==> src/rtl/addmul_pkg.sv <==
// Shared definitions for the calculator arithmetic back-end.
//   ADDMUL_WIDTH  : operand/result width (two's complement)
//   mul_state_t   : multiplier FSM state encoding
//   addmul_word_t : signed operand/result word
package addmul_pkg;

    localparam int ADDMUL_WIDTH = 16;

    typedef enum logic [1:0] {
        MUL_IDLE,
        MUL_RUN,
        MUL_DONE
    } mul_state_t;

    typedef logic signed [ADDMUL_WIDTH-1:0] addmul_word_t;

endpackage

==> src/rtl/addition_multiply_if.sv <==
// Bus between the calculator control FSM (master) and the arithmetic
// back-end (slave).
//   add_in1/add_in2/add_sub/add_start  : adder request
//   add_out/add_finish                 : adder response
//   mul_in1/mul_in2/mul_start          : multiplier request
//   mul_out/mul_finish/mul_busy        : multiplier response
//   mul_state                          : multiplier FSM state (debug observation)
//   add_ovf/mul_ovf                    : overflow flags, only when
//                                        ADDMUL_OVERFLOW_EN is defined
// Handshake: a start is a single-cycle request sampled at the rising edge.
// The matching finish is a one-cycle pulse during which the result is valid;
// the result then holds until the next accepted start. The adder accepts
// every start; the multiplier drops any start seen while mul_busy is high.
interface addition_multiply_if
    import addmul_pkg::*;
#(
    parameter int WIDTH = ADDMUL_WIDTH
);
    logic [WIDTH-1:0] add_in1;
    logic [WIDTH-1:0] add_in2;
    logic             add_sub;
    logic             add_start;
    logic [WIDTH-1:0] add_out;
    logic             add_finish;
    logic [WIDTH-1:0] mul_in1;
    logic [WIDTH-1:0] mul_in2;
    logic             mul_start;
    logic [WIDTH-1:0] mul_out;
    logic             mul_finish;
    logic             mul_busy;
    mul_state_t       mul_state;
`ifdef ADDMUL_OVERFLOW_EN
    logic             add_ovf;
    logic             mul_ovf;

    modport master (
        output add_in1, add_in2, add_sub, add_start,
        output mul_in1, mul_in2, mul_start,
        input  add_out, add_finish, add_ovf,
        input  mul_out, mul_finish, mul_busy, mul_ovf, mul_state
    );

    modport slave (
        input  add_in1, add_in2, add_sub, add_start,
        input  mul_in1, mul_in2, mul_start,
        output add_out, add_finish, add_ovf,
        output mul_out, mul_finish, mul_busy, mul_ovf, mul_state
    );
`else
    modport master (
        output add_in1, add_in2, add_sub, add_start,
        output mul_in1, mul_in2, mul_start,
        input  add_out, add_finish,
        input  mul_out, mul_finish, mul_busy, mul_state
    );

    modport slave (
        input  add_in1, add_in2, add_sub, add_start,
        input  mul_in1, mul_in2, mul_start,
        output add_out, add_finish,
        output mul_out, mul_finish, mul_busy, mul_state
    );
`endif

endinterface

==> src/rtl/seq_multiplier.sv <==
// Sequential signed shift-add multiplier.
// Works on operand magnitudes, then applies the product sign at the end.
// Latency: finish pulses WIDTH+1 edges after the accepting edge.
//   clk, nRST : clock (rising edge), asynchronous active-low reset
//   in1, in2  : multiplicand, multiplier (two's complement)
//   start     : request; dropped while busy
//   product   : low WIDTH bits of the signed product, held until next start
//   finish    : one-cycle pulse, product valid
//   busy      : from the accepting edge through the finish cycle
//   ovf       : product does not fit in WIDTH bits (ADDMUL_OVERFLOW_EN only)
//   state     : FSM state for observation
// ADDMUL_OVERFLOW_EN widens the accumulator to 2*WIDTH to detect overflow;
// the wrapped product is the same either way.
module seq_multiplier
    import addmul_pkg::*;
#(
    parameter int WIDTH = ADDMUL_WIDTH
) (
    input  logic             clk,
    input  logic             nRST,
    input  logic [WIDTH-1:0] in1,
    input  logic [WIDTH-1:0] in2,
    input  logic             start,
    output logic [WIDTH-1:0] product,
    output logic             finish,
    output logic             busy,
`ifdef ADDMUL_OVERFLOW_EN
    output logic             ovf,
`endif
    output mul_state_t       state
);
`ifdef ADDMUL_OVERFLOW_EN
    localparam int ACC_W = 2 * WIDTH;
    // Smallest magnitude that no longer fits as a positive WIDTH-bit value.
    localparam logic [ACC_W-1:0] HALF = ACC_W'(1) << (WIDTH - 1);
`else
    localparam int ACC_W = WIDTH;
`endif
    localparam int CNT_W = $clog2(WIDTH);
    localparam logic [CNT_W-1:0] LAST_STEP = CNT_W'(WIDTH - 1);

    mul_state_t       state_next;
    logic [ACC_W-1:0] acc;
    logic [ACC_W-1:0] mcand;
    logic [WIDTH-1:0] mplier;
    logic [CNT_W-1:0] cnt;
    logic             sign;
    logic             accept;
    logic [WIDTH-1:0] mag1;
    logic [WIDTH-1:0] mag2;
    logic [WIDTH-1:0] acc_lo;

    // Magnitudes are unsigned, so -2^(WIDTH-1) maps to 2^(WIDTH-1) exactly.
    assign mag1   = in1[WIDTH-1] ? -in1 : in1;
    assign mag2   = in2[WIDTH-1] ? -in2 : in2;
    assign acc_lo = acc[WIDTH-1:0];

    // The finish cycle is IDLE but still counts as busy, so a start there
    // is dropped as well.
    assign busy   = (state != MUL_IDLE) || finish;
    assign accept = start && !busy;

    always_ff @(posedge clk or negedge nRST) begin
        if (!nRST) state <= MUL_IDLE;
        else       state <= state_next;
    end

    always_comb begin
        state_next = state;
        case (state)
            MUL_IDLE: if (accept) state_next = MUL_RUN;
            MUL_RUN:  if (cnt == LAST_STEP) state_next = MUL_DONE;
            MUL_DONE: state_next = MUL_IDLE;
            default:  state_next = MUL_IDLE;
        endcase
    end

    always_ff @(posedge clk or negedge nRST) begin
        if (!nRST) begin
            acc     <= '0;
            mcand   <= '0;
            mplier  <= '0;
            cnt     <= '0;
            sign    <= 1'b0;
            product <= '0;
            finish  <= 1'b0;
`ifdef ADDMUL_OVERFLOW_EN
            ovf     <= 1'b0;
`endif
        end else begin
            finish <= 1'b0;
            case (state)
                MUL_IDLE: begin
                    if (accept) begin
                        mcand  <= ACC_W'(mag1);
                        mplier <= mag2;
                        sign   <= in1[WIDTH-1] ^ in2[WIDTH-1];
                        acc    <= '0;
                        cnt    <= '0;
                    end
                end
                MUL_RUN: begin
                    if (mplier[0]) acc <= acc + mcand;
                    mcand  <= mcand << 1;
                    mplier <= mplier >> 1;
                    cnt    <= cnt + CNT_W'(1);
                end
                MUL_DONE: begin
                    product <= sign ? -acc_lo : acc_lo;
                    finish  <= 1'b1;
`ifdef ADDMUL_OVERFLOW_EN
                    // A negative product may reach magnitude 2^(WIDTH-1);
                    // a positive one must stay below it.
                    ovf     <= sign ? (acc > HALF) : (acc >= HALF);
`endif
                end
                default: ;
            endcase
        end
    end

endmodule

==> src/rtl/addition_multiply.sv <==
// Arithmetic back-end of the 16-bit signed calculator: a single-cycle
// adder/subtractor (inline) and a sequential shift-add multiplier
// (seq_multiplier), each with its own start/finish handshake.
//   clk, nRST : clock (rising edge), asynchronous active-low reset
//   bus       : addition_multiply_if slave modport carrying
//               add_in1/add_in2/add_sub/add_start -> add_out/add_finish
//               mul_in1/mul_in2/mul_start -> mul_out/mul_finish/mul_busy
//               plus mul_state for observation
// ADDMUL_OVERFLOW_EN adds add_ovf and mul_ovf to the bus, updated together
// with the matching finish.
module addition_multiply
    import addmul_pkg::*;
#(
    parameter int WIDTH = ADDMUL_WIDTH
) (
    input logic                  clk,
    input logic                  nRST,
    addition_multiply_if.slave   bus
);
    logic [WIDTH-1:0] add_sum;

    assign add_sum = bus.add_sub ? (bus.add_in1 - bus.add_in2)
                                 : (bus.add_in1 + bus.add_in2);

`ifdef ADDMUL_OVERFLOW_EN
    logic b_eff_msb;
    logic add_ovf_next;

    // Subtraction overflows like addition of the negated operand.
    assign b_eff_msb    = bus.add_sub ? ~bus.add_in2[WIDTH-1] : bus.add_in2[WIDTH-1];
    assign add_ovf_next = (bus.add_in1[WIDTH-1] == b_eff_msb) &&
                          (add_sum[WIDTH-1] != bus.add_in1[WIDTH-1]);
`endif

    always_ff @(posedge clk or negedge nRST) begin
        if (!nRST) begin
            bus.add_out    <= '0;
            bus.add_finish <= 1'b0;
`ifdef ADDMUL_OVERFLOW_EN
            bus.add_ovf    <= 1'b0;
`endif
        end else begin
            bus.add_finish <= bus.add_start;
            if (bus.add_start) begin
                bus.add_out <= add_sum;
`ifdef ADDMUL_OVERFLOW_EN
                bus.add_ovf <= add_ovf_next;
`endif
            end
        end
    end

    seq_multiplier #(
        .WIDTH (WIDTH)
    ) u_mul (
        .clk     (clk),
        .nRST    (nRST),
        .in1     (bus.mul_in1),
        .in2     (bus.mul_in2),
        .start   (bus.mul_start),
        .product (bus.mul_out),
        .finish  (bus.mul_finish),
        .busy    (bus.mul_busy),
`ifdef ADDMUL_OVERFLOW_EN
        .ovf     (bus.mul_ovf),
`endif
        .state   (bus.mul_state)
    );

endmodule

==> src/flat_wrapper.sv <==
// flat-port wrapper written by rule: the top's interface ports become plain ports
module addition_multiply_flat import addmul_pkg::*;
#(
    parameter int WIDTH = ADDMUL_WIDTH
)
  (clk, nRST, bus_add_in1, bus_add_in2, bus_add_sub, bus_add_start, bus_mul_in1, bus_mul_in2, bus_mul_start, bus_add_out, bus_add_finish, bus_mul_out, bus_mul_finish, bus_mul_busy, bus_mul_state);
  addition_multiply_if #(.WIDTH(WIDTH)) bus_i ();
  input logic clk;
  input logic nRST;
  input wire logic [$bits(bus_i.add_in1)-1:0] bus_add_in1;
  input wire logic [$bits(bus_i.add_in2)-1:0] bus_add_in2;
  input wire logic [$bits(bus_i.add_sub)-1:0] bus_add_sub;
  input wire logic [$bits(bus_i.add_start)-1:0] bus_add_start;
  input wire logic [$bits(bus_i.mul_in1)-1:0] bus_mul_in1;
  input wire logic [$bits(bus_i.mul_in2)-1:0] bus_mul_in2;
  input wire logic [$bits(bus_i.mul_start)-1:0] bus_mul_start;
  output wire logic [$bits(bus_i.add_out)-1:0] bus_add_out;
  output wire logic [$bits(bus_i.add_finish)-1:0] bus_add_finish;
  output wire logic [$bits(bus_i.mul_out)-1:0] bus_mul_out;
  output wire logic [$bits(bus_i.mul_finish)-1:0] bus_mul_finish;
  output wire logic [$bits(bus_i.mul_busy)-1:0] bus_mul_busy;
  output wire logic [$bits(bus_i.mul_state)-1:0] bus_mul_state;
  assign bus_i.add_in1 = bus_add_in1;
  assign bus_i.add_in2 = bus_add_in2;
  assign bus_i.add_sub = bus_add_sub;
  assign bus_i.add_start = bus_add_start;
  assign bus_i.mul_in1 = bus_mul_in1;
  assign bus_i.mul_in2 = bus_mul_in2;
  assign bus_i.mul_start = bus_mul_start;
  assign bus_add_out = bus_i.add_out;
  assign bus_add_finish = bus_i.add_finish;
  assign bus_mul_out = bus_i.mul_out;
  assign bus_mul_finish = bus_i.mul_finish;
  assign bus_mul_busy = bus_i.mul_busy;
  assign bus_mul_state = bus_i.mul_state;
  addition_multiply #(.WIDTH(WIDTH)) u_core (.clk(clk), .nRST(nRST), .bus(bus_i));
endmodule
==> config.mk <==
export PLATFORM = sky130hd
export DESIGN_NAME = addition_multiply_flat
export DESIGN_NICKNAME = d
export VERILOG_FILES = /design/src/rtl/addmul_pkg.sv /design/src/rtl/addition_multiply_if.sv /design/src/rtl/seq_multiplier.sv /design/src/rtl/addition_multiply.sv /design/src/flat_wrapper.sv
export SDC_FILE = /design/constraint.sdc
export NUM_CORES = 1
export LEC_CHECK = 0
export BUFFER_PORTS_ARGS = -buffer_cell sky130_fd_sc_hd__buf_2
export CORE_MARGIN = 4
export CORE_UTILIZATION = 44
export CTS_CLUSTER_SIZE = 10
export DETAILED_ROUTE_END_ITERATION = 10
export PLACE_DENSITY = 0.65
export SYNTH_ARGS = -nofsm -noshare
export SYNTH_HDL_FRONTEND = slang
export SYNTH_SLANG_ARGS = --single-unit
==> constraint.sdc <==
create_clock -name clk -period 5.55 [get_ports clk]
set_clock_uncertainty 0.1 [all_clocks]
set_input_delay 0.555 -clock clk [delete_from_list [all_inputs] [get_ports clk]]
set_output_delay 0.555 -clock clk [all_outputs]
set_load 0.03 [all_outputs]
==> impl_metrics.py, run 1 <==
metrics = {
    "outcome": {
        "status": "finished clean",
    },
    "worst_hold_path": {
        "whs_endpoint": "u_core.u_mul.cnt[3]",
        "hp-class": "flop to flop",
        "min-delay-start": "u_core.u_mul.cnt[3]",
        "hold_depth": 1,
    },
    "floorplanning": {
        "dieArea_mm2": 0.01572,
        "placement_rows": 42,
        "core_area_mm2": 0.01335,
        "die_y_um": 125.4,
        "start_util": 0.4543,
        "io_pins": 106,
        "die_x_um": 125.4,
    },
    "drt": {
        "dr.pass1.iters": 5,
        "viasPerCell": 5.503,
        "drc": 0,
        "num_vias": 5217,
        "drt_iter0_markers": 275,
        "ant_nets": 0,
        "wl_per_cell_um": 14.82,
        "drt-total-wl_um": 14050,
    },
    "clocking": {
        "insertion_delay_ns": 0.34,
        "cts.sinks": 89,
        "clock-root-buffer": "clkbuf_16",
        "cts.clk_slew.worst_paths_ns": 0.07,
        "cts_made_buffers": 9,
        "cts_buffer_depth": 2,
        "cts_tree": "done",
        "cts_max_level": 3,
    },
    "yosys": {
        "postSynth.asyncResetShare": 1.000,
        "synth_top_area_cell": "dfrtp_1",
        "syn_area_mm2": 0.006063,
        "postSynthAreaPerCell_um2": 8.956,
        "ys_seq_area_frac": 0.3673,
        "synth_warnings": 0,
        "synth_cell_types": 64,
        "synthesis.instances": 677,
        "synth_seq_cells": 89,
        "synth_nets": 783,
        "synth_edf_count": 0,
        "synth_top_area_frac": 0.3673,
        "dominantRegCellSynth": "dfrtp_1",
        "synthTopCellsByArea": "dfrtp_1 37%, ha_1 7.2%, xor2_1 6.4%",
    },
    "global_route": {
        "grt_pass1_wl_um": 23580,
        "grtUsageMet3": 0.03753,
        "grt_start_max_net_pins": 86,
        "top_usage_layer": "met2",
        "use_met2": 0.2787,
        "antenna_found_initial": 0,
        "grt-ovfl-total": 0,
        "grt_use_met1": 0.2499,
        "grt_usage": 0.1774,
        "first_global_vias": 4988,
    },
    "timing": {
        "drv_slew": 0,
        "rsz0062_at_grt": "false",
        "fmax_mhz": 317.3,
        "hold_viol": 0,
        "holdWs_ns": 0.3746,
        "fin_crit_ns": 3.151,
        "slew_headroom": 0.2552,
        "tightest_slew_ns": 1.116,
        "finalSetupViolations": 0,
        "setup-tns-final_ns": 0,
        "post-route-period-util": 0.5678,
    },
    "critical_path": {
        "crit_chain": "buf_2 -> or4_1 -> nor2_1 -> nor2_1 -> xnor2_1 -> ha_1 -> a2111oi_0 -> a211oi_1 -> o211ai_1 -> xor2_1 -> a21oi_1",
        "r2r_end": "u_core.u_mul.acc[14]",
        "cpMostUsedCell": "nor2_1",
        "end_kind": "flop",
        "r2r_start": "u_core.u_mul.acc[0]",
        "crit_arrival_ns": 3.26,
        "reg2regPathDepth": 8,
        "start_kind": "primary input",
        "cpPeakStageDelay_ns": 0.58,
        "crit_path_top_delay_cell": "or4_1",
        "cp_max_fo": 4,
        "crit_type": "primary input to flop",
        "required_ns": 5.66,
        "r2r_slack_ns": 2.80,
    },
    "placed_design": {
        "place_area_mm2": 0.006715,
        "globalplace.congestion": 0.8761,
        "hpwlAfterDp_um": 10950,
        "port_buffers": 105,
    },
    "finish": {
        "layout.nets": 874,
        "drive_gt1_frac": 0.1801,
        "final_common_cell": "buf_2",
        "area_growth_pct": 15.72,
        "n_antenna_cell": 0,
        "final_area_mm2": 0.007017,
        "final_core_util": 0.5257,
        "final_cell_mix": "104 x buf_2, 89 x dfrtp_1, 66 x o21ai_1",
    },
    "power": {
        "p_leak_nw": 3.181,
        "irDropWorstVdd_mv": 0.2124,
        "total_power_mw": 3.366,
        "p_per_area_mw_per_mm2": 479.8,
    },
    "flow_run": {
        "max_cap_violations": 0,
    },
}
## final cells by class
class                           instances  area (µm²)
Timing Repair Buffer                  109       560.5
Tap cell                              176       220.2
Inverter                               25       93.84
Multi-Input combinational cell        534        3623
Sequential cell                        89        2227
Clock buffer                            9       225.2
Fill cell                            1285        6331
Clock inverter                          6       66.31
## critical path: cells and delay by family
kind                     cells  cell delay (ns)
XOR/XNOR                     2             0.30
adder cells (fa/ha/maj)      1             0.32
AND/OR/NAND/NOR              3             0.87
buffers and inverters        1             0.12
AO/OA/AOI/OAI                4             1.10
## state kept, by name, indices dropped and copies added (netlist names)
| name | cells |
|---|---|
| u_core.u_mul.product | 16 |
| u_core.u_mul.cnt | 4 |
| u_core.u_mul.sign | 1 |
| u_core.u_mul.mcand | 16 |
| u_core.u_mul.acc | 16 |
| u_core.u_mul.finish | 1 |
| u_core.bus.add_out | 16 |
| u_core.bus.add_finish | 1 |
| u_core.u_mul.state | 2 |
| u_core.u_mul.mplier | 16 |
## per-layer routing
layer  vias up  wire length [µm]  part of all wire
met5         -                 0                 0
met4         0               154             0.011
met3        11               619             0.044
met2        99              6481              0.46
met1      2437              6791              0.48
li1       2670                 -                 -
## logic make-up (layout without fill, tap and decap cells)
kind of cell,Yosys count,in the layout,synth area share
mux,11,11,0.01919
xor+xnor,73,73,0.1054
simple gates,193,193,0.1593
flops,89,89,0.3673
fa+ha+maj,37,37,0.07883
buf+inv,54,149,0.03591
compound gates,220,220,0.2340
## power breakdown
group	leakage [nW]	internal (mW)	switching (mW)
Clock	0.146	0.349	0.255
Combinational	1.97	0.679	0.951
Sequential	1.06	0.885	0.247
Total	3.18	1.91	1.45
## worst max-delay path by stage
stage,end,cells after the start,startpoint,slack (ns)
final,u_core.bus.add_out[12],11,bus_add_in2[5],2.40
after global routing,u_core.bus.add_out[12],11,bus_add_in2[5],2.11
after CTS,u_core.bus.add_out[12],11,bus_add_in2[5],2.43
after detailed placement,u_core.bus.add_out[12],11,bus_add_in2[5],2.09
after global placement,u_core.bus.add_out[12],11,bus_add_in2[5],2.11
after floorplan,u_core.bus.add_out[12],10,bus_add_in2[5],2.44
## per-stage QoR
stage               setup slack [ns]  std cells
floorplan                      2.442        677
CTS                            2.430        948
global placement               2.113        932
detailed placement             2.087        932
global route                   2.110        948
finish                         2.399        948
## cells in the mapped netlist (5+ instances only)
cell type and instances:
o21ai_0 19, a21o_1 6, inv_1 24, dfrtp_1 89
mux2i_1 6, and2_1 6, xnor2_1 29, nand2b_1 5
a221o_1 6, mux2_2 5, a21oi_1 42, nor2b_1 6
o21a_1 5, or4_1 8, o41ai_1 5, o31ai_1 12
a22oi_1 26, nand2_1 63, nand3_1 27, o21ai_1 66
clkbuf_1 27, nor2_1 31, ha_1 35, xor2_1 44
or3_1 7, nor3_1 12
## timing repair
action,4_1_cts,5_1_grt
gates resized for setup,0,0
setup endpoints to repair,0,0
hold buffers,1,0
endpoints found under the hold margin,4,0
setup buffers,0,0
No activity file was read; power rests on OpenSTA's default activity.
==> inputs of run 2 (changes only) <==
PLACE_DENSITY = 0.68   (was 0.65)
clock period = 2.8 ns   (was 5.55 ns; I/O delays follow)
==> impl_metrics.py, run 2 (same netlist as run 1, synthesis figures left out) <==
metrics = {
    "outcome": {
        "status": "finished clean",
    },
    "floorplanning": {
        "start_util": 0.4543,
        "die_y_um": 125.4,
        "die_x_um": 125.4,
        "dieArea_mm2": 0.01572,
        "core_area_mm2": 0.01335,
        "placement_rows": 42,
        "io_pins": 106,
    },
    "clocking": {
        "cts.sinks": 89,
        "cts_buffer_depth": 2,
        "cts_tree": "done",
        "cts.clk_slew.worst_paths_ns": 0.07,
        "clock-root-buffer": "clkbuf_16",
        "insertion_delay_ns": 0.34,
        "cts_made_buffers": 9,
        "cts_setup_buffers": 0,
        "cts_max_level": 3,
    },
    "critical_path": {
        "crit_type": "primary input to flop",
        "r2r_start": "u_core.u_mul.acc[0]",
        "crit_arrival_ns": 2.75,
        "cpPeakStageDelay_ns": 0.54,
        "r2r_end": "u_core.u_mul.acc[14]",
        "required_ns": 2.98,
        "cp_max_fo": 3,
        "reg2regPathDepth": 8,
        "path_buf_inv": 1,
        "start_kind": "primary input",
        "crit_chain": "buf_2 -> or4_1 -> nor2_1 -> nor2_1 -> xnor2_1 -> ha_1 -> o21a_1 -> nand3_1 -> a31oi_2 -> a21oi_2 -> or4_1 -> nand3_1",
        "end_kind": "flop",
        "crit_path_top_delay_cell": "or4_1",
        "crit_end": "u_core.bus.add_out[13]",
        "critPathLaunch": "bus_add_in2[5]",
        "cp.depth": 12,
        "r2r_slack_ns": 0.24,
        "crit_family": "simple AND/OR/NAND/NOR gates",
    },
    "global_route": {
        "grt_pass1_wl_um": 24390,
        "grt_start_max_net_pins": 56,
        "grt_usage": 0.1844,
        "grt-ovfl-total": 0,
        "antenna_found_initial": 0,
        "first_global_vias": 5202,
    },
    "placed_design": {
        "hpwlAfterDp_um": 11460,
        "port_buffers": 105,
        "detailedPlace.worstSlack_ns": -0.2801,
        "globalplace.congestion": 0.8738,
    },
    "drt": {
        "ant_nets": 0,
        "dr.pass1.iters": 5,
        "drt_iter0_markers": 257,
        "wl_per_cell_um": 14.61,
        "num_vias": 5386,
        "drc": 0,
        "viasPerCell": 5.419,
        "drt-total-wl_um": 14520,
    },
    "timing": {
        "setup-tns-final_ns": 0,
        "rsz0062_at_grt": "false",
        "finalSetupViolations": 0,
        "fin_crit_ns": 2.573,
        "fmax_mhz": 388.7,
        "hold_viol": 0,
        "drv_slew": 0,
        "post-route-period-util": 0.9189,
        "fin_ws_ns": 0.2270,
        "tightest_slew_ns": 1.154,
        "slew_headroom": 0.2301,
        "holdWs_ns": 0.1257,
    },
    "finish": {
        "final_common_cell": "buf_2",
        "area_growth_pct": 21.54,
        "drive_gt1_frac": 0.2311,
        "n_antenna_cell": 0,
        "final_core_util": 0.5521,
        "final_cell_mix": "104 x buf_2, 89 x dfrtp_1, 66 x o21ai_1",
        "layout.nets": 919,
    },
    "power": {
        "total_power_mw": 6.762,
        "irDropWorstVdd_mv": 0.4290,
        "p_per_area_mw_per_mm2": 917.5,
        "p_leak_nw": 3.388,
    },
    "worst_hold_path": {
        "hp-class": "primary input to flop",
    },
    "flow_run": {
        "max_cap_violations": 0,
    },
}
[run 2: how the worst min path moves through the flow]
stage | depth (start not counted) | start | slack [ns] | to
floorplan | 0 | nRST | -0.12 | u_core.bus.add_finish
global placement | 1 | nRST | 0.22 | u_core.bus.add_out[13]
detailed placement | 1 | nRST | 0.22 | u_core.bus.add_out[13]
CTS | 3 | bus_mul_in2[14] | 0.12 | u_core.u_mul.mplier[15]
global route | 3 | bus_mul_in2[14] | 0.12 | u_core.u_mul.mplier[15]
finish | 3 | bus_mul_in2[14] | 0.13 | u_core.u_mul.mplier[15]
[run 2: metrics by stage]
| step | cells | instance area, µm² |
|---|---|---|
| 2_1_floorplan | 677 | 6065 |
| 3_3_place_gp | 977 | 7054 |
| 3_5_place_dp | 977 | 7054 |
| 4_1_cts | 994 | 7345 |
| 5_1_grt | 994 | 7370 |
| 6_report | 994 | 7370 |
[run 2: worst reg2reg max path, cell delays in order, from the launching register on]
cell	delay (ns)
dfrtp_1	0.41
ha_1	0.24
fa_1	0.43
a21oi_1	0.17
o221ai_1	0.20
a31oi_1	0.34
a31oi_1	0.17
nor4b_1	0.29
a211o_1	0.15
[run 2: power breakdown]
part,switching (mW),internal [mW],leakage [nW]
Combinational,1.94,1.44,2.20
Clock,0.514,0.631,0.133
Sequential,0.476,1.75,1.06
[run 2: per-layer routing]
layer | part of all wire | vias up | track usage
met4 | 0.012 | 0 | 0.04783
met5 | 0 | - | 0
met2 | 0.48 | 121 | 0.3113
met1 | 0.47 | 2500 | 0.2459
li1 | - | 2753 | -
met3 | 0.043 | 12 | 0.03326
[run 2: area by class of cell]
| cell class | count | area (µm²) |
|---|---|---|
| Tap cell | 176 | 220.2 |
| Multi-Input combinational cell | 534 | 3650 |
| Sequential cell | 89 | 2227 |
| Fill cell | 1215 | 5978 |
| Clock inverter | 5 | 37.54 |
| Clock buffer | 11 | 242.7 |
| Timing Repair Buffer | 154 | 898.4 |
| Inverter | 25 | 93.84 |
[run 2: repair_timing]
item	in CTS	in global routing
endpoints found under the setup margin	0	7
hold buffers	1	0
hold endpoints to repair	42	0
gates resized for setup	0	5
